<file path="src/rtl/vga_pkg.sv">
// Shared definitions for the VGA pattern path.
//   PAT_*                 pattern codes understood by the pattern generator
//   DEBOUNCE_20MS_50MHZ   default debounce window in clocks (20 ms at 50 MHz)
//   db_state_t            per-switch debounce FSM states
package vga_pkg;

  localparam logic [1:0] PAT_HBARS = 2'd0;
  localparam logic [1:0] PAT_VBARS = 2'd1;
  localparam logic [1:0] PAT_XOR   = 2'd2;
  localparam logic [1:0] PAT_XNOR  = 2'd3;

  localparam int DEBOUNCE_20MS_50MHZ = 1000000;

  typedef enum logic {
    DB_STABLE   = 1'b0,
    DB_CHANGING = 1'b1
  } db_state_t;

endpackage

</file>
<file path="src/rtl/vga_debounce.sv">
// Single-bit switch conditioner: two-flop synchroniser followed by a
// STABLE/CHANGING debounce FSM with a saturating hold counter.
// Ports:
//   clock         board clock
//   reset         asynchronous active-high reset
//   raw_level     raw switch pin, asynchronous to clock (idles high)
//   stable_level  debounced level, changes only after the new level has
//                 held for DEBOUNCE_CYCLES+1 synchronised samples
module vga_debounce
  import vga_pkg::*;
#(
  parameter int DEBOUNCE_CYCLES = DEBOUNCE_20MS_50MHZ,
  parameter int CNT_W           = 20
) (
  input  logic clock,
  input  logic reset,
  input  logic raw_level,
  output logic stable_level
);

  localparam logic [CNT_W-1:0] CNT_LAST = CNT_W'(DEBOUNCE_CYCLES - 1);

  logic             sync_meta;
  logic             sync_level;
  db_state_t        state;
  logic [CNT_W-1:0] cnt;

  // Synchroniser flops reset to the released (high) level so a held-down
  // switch out of reset is treated as a fresh press.
  always_ff @(posedge clock or posedge reset) begin
    if (reset) begin
      sync_meta  <= 1'b1;
      sync_level <= 1'b1;
    end else begin
      sync_meta  <= raw_level;
      sync_level <= sync_meta;
    end
  end

  // Debounce FSM. The counter only advances while the synchronised level
  // disagrees with the accepted level; any agreement drops back to STABLE
  // and discards the partial count. The compare against CNT_LAST stops the
  // counter before it could wrap.
  always_ff @(posedge clock or posedge reset) begin
    if (reset) begin
      state        <= DB_STABLE;
      cnt          <= '0;
      stable_level <= 1'b1;
    end else begin
      case (state)
        DB_STABLE: begin
          cnt <= '0;
          if (sync_level != stable_level) begin
            state <= DB_CHANGING;
          end
        end
        DB_CHANGING: begin
          if (sync_level == stable_level) begin
            state <= DB_STABLE;
            cnt   <= '0;
          end else if (cnt == CNT_LAST) begin
            stable_level <= sync_level;
            state        <= DB_STABLE;
            cnt          <= '0;
          end else begin
            cnt <= cnt + 1'b1;
          end
        end
        default: begin
          state <= DB_STABLE;
          cnt   <= '0;
        end
      endcase
    end
  end

endmodule

</file>
<file path="src/rtl/vga_pattern_select.sv">
// Pattern-select control stage for the VGA pattern generator.
// Debounces the two active-low push-switches and applies the resulting
// 2-bit code to the generator only on frame_start, so a frame is never
// drawn with two different patterns.
// Ports:
//   clock        50 MHz board clock
//   reset        asynchronous active-high reset
//   switch       raw push-switches, active-low, asynchronous
//   frame_start  one-clock pulse at vcount wrap
//   pattern_sel  frame-aligned pattern code
//   sel_changed  one-cycle pulse while pattern_sel first shows a new code
//   stable_sw    debounced switch levels, not frame-aligned
module vga_pattern_select
  import vga_pkg::*;
#(
  parameter int DEBOUNCE_CYCLES = DEBOUNCE_20MS_50MHZ,
  parameter int CNT_W           = 20
) (
  input  logic       clock,
  input  logic       reset,
  input  logic [1:0] switch,
  input  logic       frame_start,
  output logic [1:0] pattern_sel,
  output logic       sel_changed,
  output logic [1:0] stable_sw
);

  logic [1:0] pending;

  for (genvar i = 0; i < 2; i++) begin : g_debounce
    vga_debounce #(
      .DEBOUNCE_CYCLES(DEBOUNCE_CYCLES),
      .CNT_W          (CNT_W)
    ) u_debounce (
      .clock       (clock),
      .reset       (reset),
      .raw_level   (switch[i]),
      .stable_level(stable_sw[i])
    );
  end

  // pending trails stable_sw by one clock, so a debounced change landing on
  // the same edge as frame_start is picked up at the following frame.
  // Both bits settling at different times within one frame are applied
  // together because only the snapshot at frame_start matters.
  always_ff @(posedge clock or posedge reset) begin
    if (reset) begin
      pending     <= 2'b11;
      pattern_sel <= PAT_XNOR;
      sel_changed <= 1'b0;
    end else begin
      pending     <= stable_sw;
      sel_changed <= 1'b0;
      if (frame_start && (pending != pattern_sel)) begin
        pattern_sel <= pending;
        sel_changed <= 1'b1;
      end
    end
  end

endmodule
</file>
<file path="config.mk">
export PLATFORM = sky130hd
export DESIGN_NAME = vga_pattern_select
export DESIGN_NICKNAME = d
export VERILOG_FILES = /design/src/rtl/vga_pkg.sv /design/src/rtl/vga_debounce.sv /design/src/rtl/vga_pattern_select.sv
export SDC_FILE = /design/constraint.sdc
export NUM_CORES = 1
export LEC_CHECK = 0
export CORE_MARGIN = 8
export CORE_UTILIZATION = 26
export CTS_CLUSTER_SIZE = 40
export DETAILED_ROUTE_END_ITERATION = 8
export GPL_TIMING_DRIVEN = 0
export SKIP_CTS_REPAIR_TIMING = 1
export SLEW_MARGIN = 25
export SYNTH_ARGS = -nofsm -noshare
export SYNTH_HDL_FRONTEND = slang
export SYNTH_SLANG_ARGS = --single-unit
</file>
<file path="constraint.sdc">
create_clock -name clock -period 3 [get_ports clock]
set_input_delay 0.9 -clock clock [delete_from_list [all_inputs] [get_ports clock]]
set_output_delay 0.9 -clock clock [all_outputs]
set_load 0.01 [all_outputs]
</file>
==> results of run 1 <==
## final cells by class
| cell class | count | area, sq um | area share, % |
|---|---|---|---|
| Clock buffer | 5 | 68.8 | 2.41 |
| Timing Repair Buffer | 9 | 90.1 | 3.16 |
| Buffer | 10 | 48.8 | 1.71 |
| Sequential cell | 53 | 1340 | 46.9 |
| Clock inverter | 3 | 17.5 | 0.614 |
| Multi-Input combinational cell | 169 | 1090 | 38.4 |
| Inverter | 7 | 28.8 | 1.01 |
| Tap cell | 133 | 166 | 5.83 |
## state kept, by name, summed over array words and instances (netlist names)
register	cells
g_debounce.u_debounce.sync_meta	2
sel_changed	1
g_debounce.u_debounce.state	2
g_debounce.u_debounce.sync_level	2
g_debounce.u_debounce.stable_level	2
g_debounce.u_debounce.cnt	40
pending	2
pattern_sel	2
## worst min path at each step
stage	end	slack (ns)	cells past startpoint
2_1_floorplan	g_debounce[0].u_debounce.sync_level$_DFF_PP1_	0.35	0
3_3_place_gp	g_debounce[1].u_debounce.sync_level$_DFF_PP1_	0.35	0
3_5_place_dp	g_debounce[0].u_debounce.sync_level$_DFF_PP1_	0.35	0
4_1_cts	g_debounce[0].u_debounce.sync_level$_DFF_PP1_	0.36	0
5_1_grt	g_debounce[0].u_debounce.sync_level$_DFF_PP1_	0.37	0
6_report	g_debounce[0].u_debounce.sync_level$_DFF_PP1_	0.36	0
## logic make-up (layout without fill, tap and decap cells)
group,Yosys count,count (layout),share of synthesized area [%]
compound gates,26,26,6.53
xor+xnor,29,29,10.1
fa+ha+maj,2,2,0.997
buf+inv,17,34,2.99
mux,4,4,1.80
simple gates,108,108,24.2
flops,53,53,53.4
## cell usage in the layout (no fill, tap or decap), drive strengths merged, types with 2 or more instances in the layout
cell,count
clkinv,2
nor4b,3
nand3,17
a21oi,11
nor3,2
nand4,8
o31ai,6
clkbuf,10
and2,4
dfrtp,43
dfstp,10
or3,3
buf,5
xor2,20
nor4,5
inv,7
o21ai,4
and3,3
nand2,15
and4,5
clkdlybuf4s50,9
xnor2,9
ha,2
or4b,2
or4,8
mux2,4
nor2,30
## report_power, final
| group | total [W] | switching, W | internal [W] |
|---|---|---|---|
| Clock | 0.000409 | 0.000247 | 0.000162 |
| Combinational | 0.0000382 | 0.0000272 | 0.0000110 |
| Sequential | 0.000728 | 0.00000474 | 0.000723 |
## through the flow
step	total power, W	TNS [ns]	utilization, %	hold WS [ns]	std cells
finish	0.00117	0	29.9	0.362	389
global route	0.00122	0	29.9	0.370	389
CTS	0.00118	0	29.9	0.363	389
detailed placement	0.000782	0	29.0	0.349	381
global placement	0.000780	-7.24	29.0	0.345	381
floorplan	0.000765	0	-	0.345	239
## worst max-delay path, delay by kind of cell, from the launching register on
kind / cells / cell delay [ns]
buf+inv: 2 / 0.64
flops: 1 / 0.57
## routing by layer
layer	GRT usage [%]	up-vias
li1	-	871
met1	9.32	861
met2	12.8	28
met3	2.06	10
met4	2.13	0
met5	0	-
==> out/results.txt, run 1 <==
Worst-path fanout max = 4
Clk Latency, worst-skew pair = 0.31 ns
FMAX = 413 MHz
Worst hold path type = reg2reg
Cell taking the most area after synthesis = dfrtp_1
Endpoints failing setup = 0
Register bit total from synthesis = 53
Area Growth Syn to Fin = 13.8%
Cells on worst reg2reg path = 7
Top_reg_cell synth = dfrtp_1
Clock Skews = 0.00757 ns
Clk slew on worst S/H paths = 0.10 ns
Top-count cell post-synth = dfrtp_1
Post-synth ARST share = 100%
VDD IR max = 0.166 mV
R2r endpoint = g_debounce[0].u_debounce.cnt[5]$_DFF_PP0_
Crit path time final = 2.42 ns
Crit. End Element = output pin
Starting Density = 26.3%
Reg2reg setup slack = 0.83 ns
Vias per inst = 4.55
Initial antenna violation count = 0
FILL cells = 1,015
CTS root buf = clkbuf_8
DR top layer = met4
Final hold vios = 0
Syn Nets = 246
CP cell instances = buf_4 -> clkdlybuf4s50_1
Netlist cell types = 40
Post-synth top area share = 42.9%
Sequential share of the synthesized area = 53.4%
Leak = 1.07 nW
Grt ovf = 0
Critical path class = reg2out
Syn. warnings = 0
Placement Setup Slack = 0.806 ns
Die Area = 13,000 sq um
All-Layer GR Usage = 7.61%
Post-Syn Area = 2510 sq um
Max-cap check violation count = 0
Post-route ant nets = 0
Reg2reg start = g_debounce[0].u_debounce.cnt[0]$_DFF_PP0_
Post-route setup slack = 0.576 ns
Vias in the first global route = 1,839
Number of flops mapped to enable cells by yosys = 0
M1 wire length = 2200 um
Worst Path Arrival = 1.52 ns
Initial DRC Count = 106
Crit path launch type = flop
Req. time, crit path = 2.10 ns
Vias after detailed routing = 1,770
Actual slew at the worst max-slew pin = 0.643 ns
Slowest stage cell, crit path = dfstp_2
Core Rows = 36
Crit path launch = g_debounce[1].u_debounce.stable_level$_DFFE_PP1P_
Longest Clk Path Bufs = 2
WL/cell = 11.7 um
Syn avg cell area = 10.5 sq um
Io pins = 10
Routability cong. = 0.756
First-pass GRT wire length = 8260 um
Pin count of the biggest net entering global routing = 54
Detailed placement HPWL = 3100 um
WL met2 = 2130 um
Worst hold start = g_debounce[0].u_debounce.sync_meta$_DFF_PP1_
Total Nets Final = 262
Met3 WL = 156 um
Share of layout cells above drive strength 1 = 14.5%
Die Span X = 114 um
Post-Syn Instances = 239
Pwr per Cell Area = 412 nW/um^2
Slew Limit Fails = 0
H-tree depth = 2
Status = finished, final reports clean
Initial DRT Pass Iterations = 4
RSZ-0062 raised after global routing = false
TritonCTS buffer count = 5
Clk sinks = 53
Final instance area = 2850 sq um
Max-slew headroom = 57.1%
Worst setup endpoint = stable_sw[1]
Die Y-Extent = 114 um
CTS tree = built
Detailed Route WL = 4540 um
Final worst-path cycle share = 80.8%
Synth top cells by count = dfrtp_1 (43), nor2_1 (30), xor2_1 (20)
PortBufs = 9
Max incr delay on CP = 0.57 ns
# DRC = 0
CORE AREA = 9550 sq um
Ant diodes = 0
Largest cells by area after synthesis = dfrtp_1 (43%), dfstp_2 (10%), xor2_1 (7.0%), nor2_1 (4.5%), xnor2_1 (3.1%)
DP Area = 2770 sq um
Note: power is estimated with default switching activity, not from simulation.
==> run 2: changes to the inputs <==
==> constraint.sdc (replaced) <==
create_clock -name clock -period 2.5 [get_ports clock]
set_input_delay 0.75 -clock clock [delete_from_list [all_inputs] [get_ports clock]]
set_output_delay 0.75 -clock clock [all_outputs]
set_load 0.01 [all_outputs]
==> results of run 2 <==
The final DEF is identical to that of run 1. Status: finished, final reports clean.
Among the figures that moved: setup slack after placement 0.806 ns -> 0.306 ns; setup slack after layout 0.576 ns -> 0.226 ns; register-to-register setup slack 0.83 ns -> 0.33 ns; total power 0.00117 W -> 0.00141 W; worst IR drop on VDD 0.166 mV -> 0.200 mV
==> run 3: changes to the inputs <==
--- a/config.mk
+++ b/config.mk
@@ -7,11 +7,12 @@
 export LEC_CHECK = 0
 export CORE_MARGIN = 8
 export CORE_UTILIZATION = 26
+export CTS_CLUSTER_DIAMETER = 100
 export CTS_CLUSTER_SIZE = 40
 export DETAILED_ROUTE_END_ITERATION = 8
 export GPL_TIMING_DRIVEN = 0
 export SKIP_CTS_REPAIR_TIMING = 1
-export SLEW_MARGIN = 25
+export SLEW_MARGIN = 20
 export SYNTH_ARGS = -nofsm -noshare
 export SYNTH_HDL_FRONTEND = slang
 export SYNTH_SLANG_ARGS = --single-unit
==> out/results.txt, run 3 (same netlist as run 1, synthesis figures left out) <==
Multi-input combinational cell area = 1090 sq um
Commonest cells after routing, fill and taps aside = dfrtp_1 (43), nor2_1 (30), xor2_1 (20)
Grt met3 use = 2.06%
Setup TNS = 0 ns
Placement Setup Slack = 0.304 ns
Slew Limit Fails = 0
Clock power frac = 38.9%
Sequential Area = 1340 sq um
Die Span X = 114 um
Initial DRT Pass Iterations = 4
CTS tree = built
All-Layer GR Usage = 7.39%
Gate power share = 3.2%
Switching power = 0.000325 W
Grt ovf = 0
Vias after detailed routing = 1,753
Starting Density = 26.3%
Worst Path Arrival = 1.52 ns
Clock Skews = 0.00583 ns
Initial antenna violation count = 0
Share of power burned in registers = 57.9%
Max-slew headroom = 68.8%
Leak = 1.09 nW
Crit path time final = 2.27 ns
Critical path class = reg2out
Req. time, crit path = 1.75 ns
Worst-path fanout max = 4
Detailed placement HPWL = 3140 um
DP Area = 2790 sq um
CORE AREA = 9550 sq um
Met2 Use GR = 12.6%
FILL cells = 1,011
Total Nets Final = 263
Final worst-path cycle share = 90.6%
H-tree depth = 2
Longest Clk Path Bufs = 2
Post-route ant nets = 0
Sw frac = 21.6%
Internal = 0.00118 W
Clk Latency, worst-skew pair = 0.30 ns
Crit path launch type = flop
Clk slew on worst S/H paths = 0.10 ns
Biggest register = g_debounce.u_debounce.cnt
Non-Filler Instances = 390
Most common cell after layout, fill and taps aside = dfrtp_1
Status = finished, final reports clean
Met1 usage = 9.13%
Crit. End Element = output pin
Core Rows = 36
Ant diodes = 0
Pin count of the biggest net entering global routing = 36
CTS root buf = clkbuf_8
First-pass GRT wire length = 8070 um
WL/cell = 11.4 um
Share of layout cells above drive strength 1 = 14.8%
Endpoints failing setup = 0
Io pins = 10
RSZ-0062 raised after global routing = false
Detailed Route WL = 4440 um
Max-cap check violation count = 0
FMAX = 441 MHz
Final hold vios = 0
# DRC = 0
Clk sinks = 53
Vias in the first global route = 1,832
Smallest hold slack = 0.361 ns
Pwr per Cell Area = 520 nW/um^2
VDD IR max = 0.208 mV
Routability cong. = 0.756
Worst hold path type = reg2reg
Post-route setup slack = 0.234 ns
Final instance area = 2900 sq um
Die Area = 13,000 sq um
TritonCTS buffer count = 5
Initial DRC Count = 127
PortBufs = 9
Vias per inst = 4.49
Die Y-Extent = 114 um
Gr busiest metal = met2
Max reg flops = 40
Actual slew at the worst max-slew pin = 0.469 ns
Dpl cells = 382
Area Growth Syn to Fin = 15.6%
==> run 3: power by group through the flow <==
stage / registers (W) / clock network [W] / logic, W
global route: 0.000875 / 0.000644 / 0.0000579
global placement: 0.000889 / 0 / 0.0000465
detailed placement: 0.000890 / 0 / 0.0000513
CTS: 0.000874 / 0.000615 / 0.0000515
floorplan: 0.000888 / 0 / 0.0000299
finish: 0.000873 / 0.000587 / 0.0000487
==> run 3: worst paths after layout <==
check                                                                       start                                                 to  slack (ns)  cells after the start
worst min-delay path                 g_debounce[0].u_debounce.sync_meta$_DFF_PP1_      g_debounce[0].u_debounce.sync_level$_DFF_PP1_        0.36                      0
worst max-delay path            g_debounce[1].u_debounce.stable_level$_DFFE_PP1P_                                       stable_sw[1]        0.23                      2
worst min register to register       g_debounce[0].u_debounce.sync_meta$_DFF_PP1_      g_debounce[0].u_debounce.sync_level$_DFF_PP1_        0.36                      0
min in group asynchronous                                                   reset           g_debounce[1].u_debounce.state$_DFF_PP0_        0.75                      2
worst max register to register          g_debounce[0].u_debounce.cnt[0]$_DFF_PP0_          g_debounce[0].u_debounce.cnt[5]$_DFF_PP0_        0.33                      7
max in group asynchronous                                                   reset  g_debounce[0].u_debounce.stable_level$_DFFE_PP1P_        1.17                      3
==> run 3: area by class of cell <==
class	instances	area share, %
sequential	53	46.2
multi-input combinational	169	37.7
tap	133	5.74
timing repair buffer	10	3.80
clock buffer	5	2.37
buffer	10	1.68
clock inverter	3	1.60
inverter	7	0.906
==> run 3: per-layer routing <==
layer / wire (um) / part of all wire [%]
met1: 2210 / 50
met2: 2080 / 47
met3: 134 / 3.0
met4: 17 / 0.38
met5: 0 / 0
==> run 3: stage by stage <==
stage                     total power (W)  utilization [%]
after floorplan                  0.000918                -
after global placement           0.000936             29.0
after detailed placement         0.000941             29.2
after CTS                         0.00154             30.4
after global routing              0.00158             30.4
final                             0.00151             30.4
==> run 3: critical path, cell delays in order, from the launching register on <==
cell and delay, ns:
dfstp_2 0.57, buf_4 0.11, clkdlybuf4s50_1 0.53
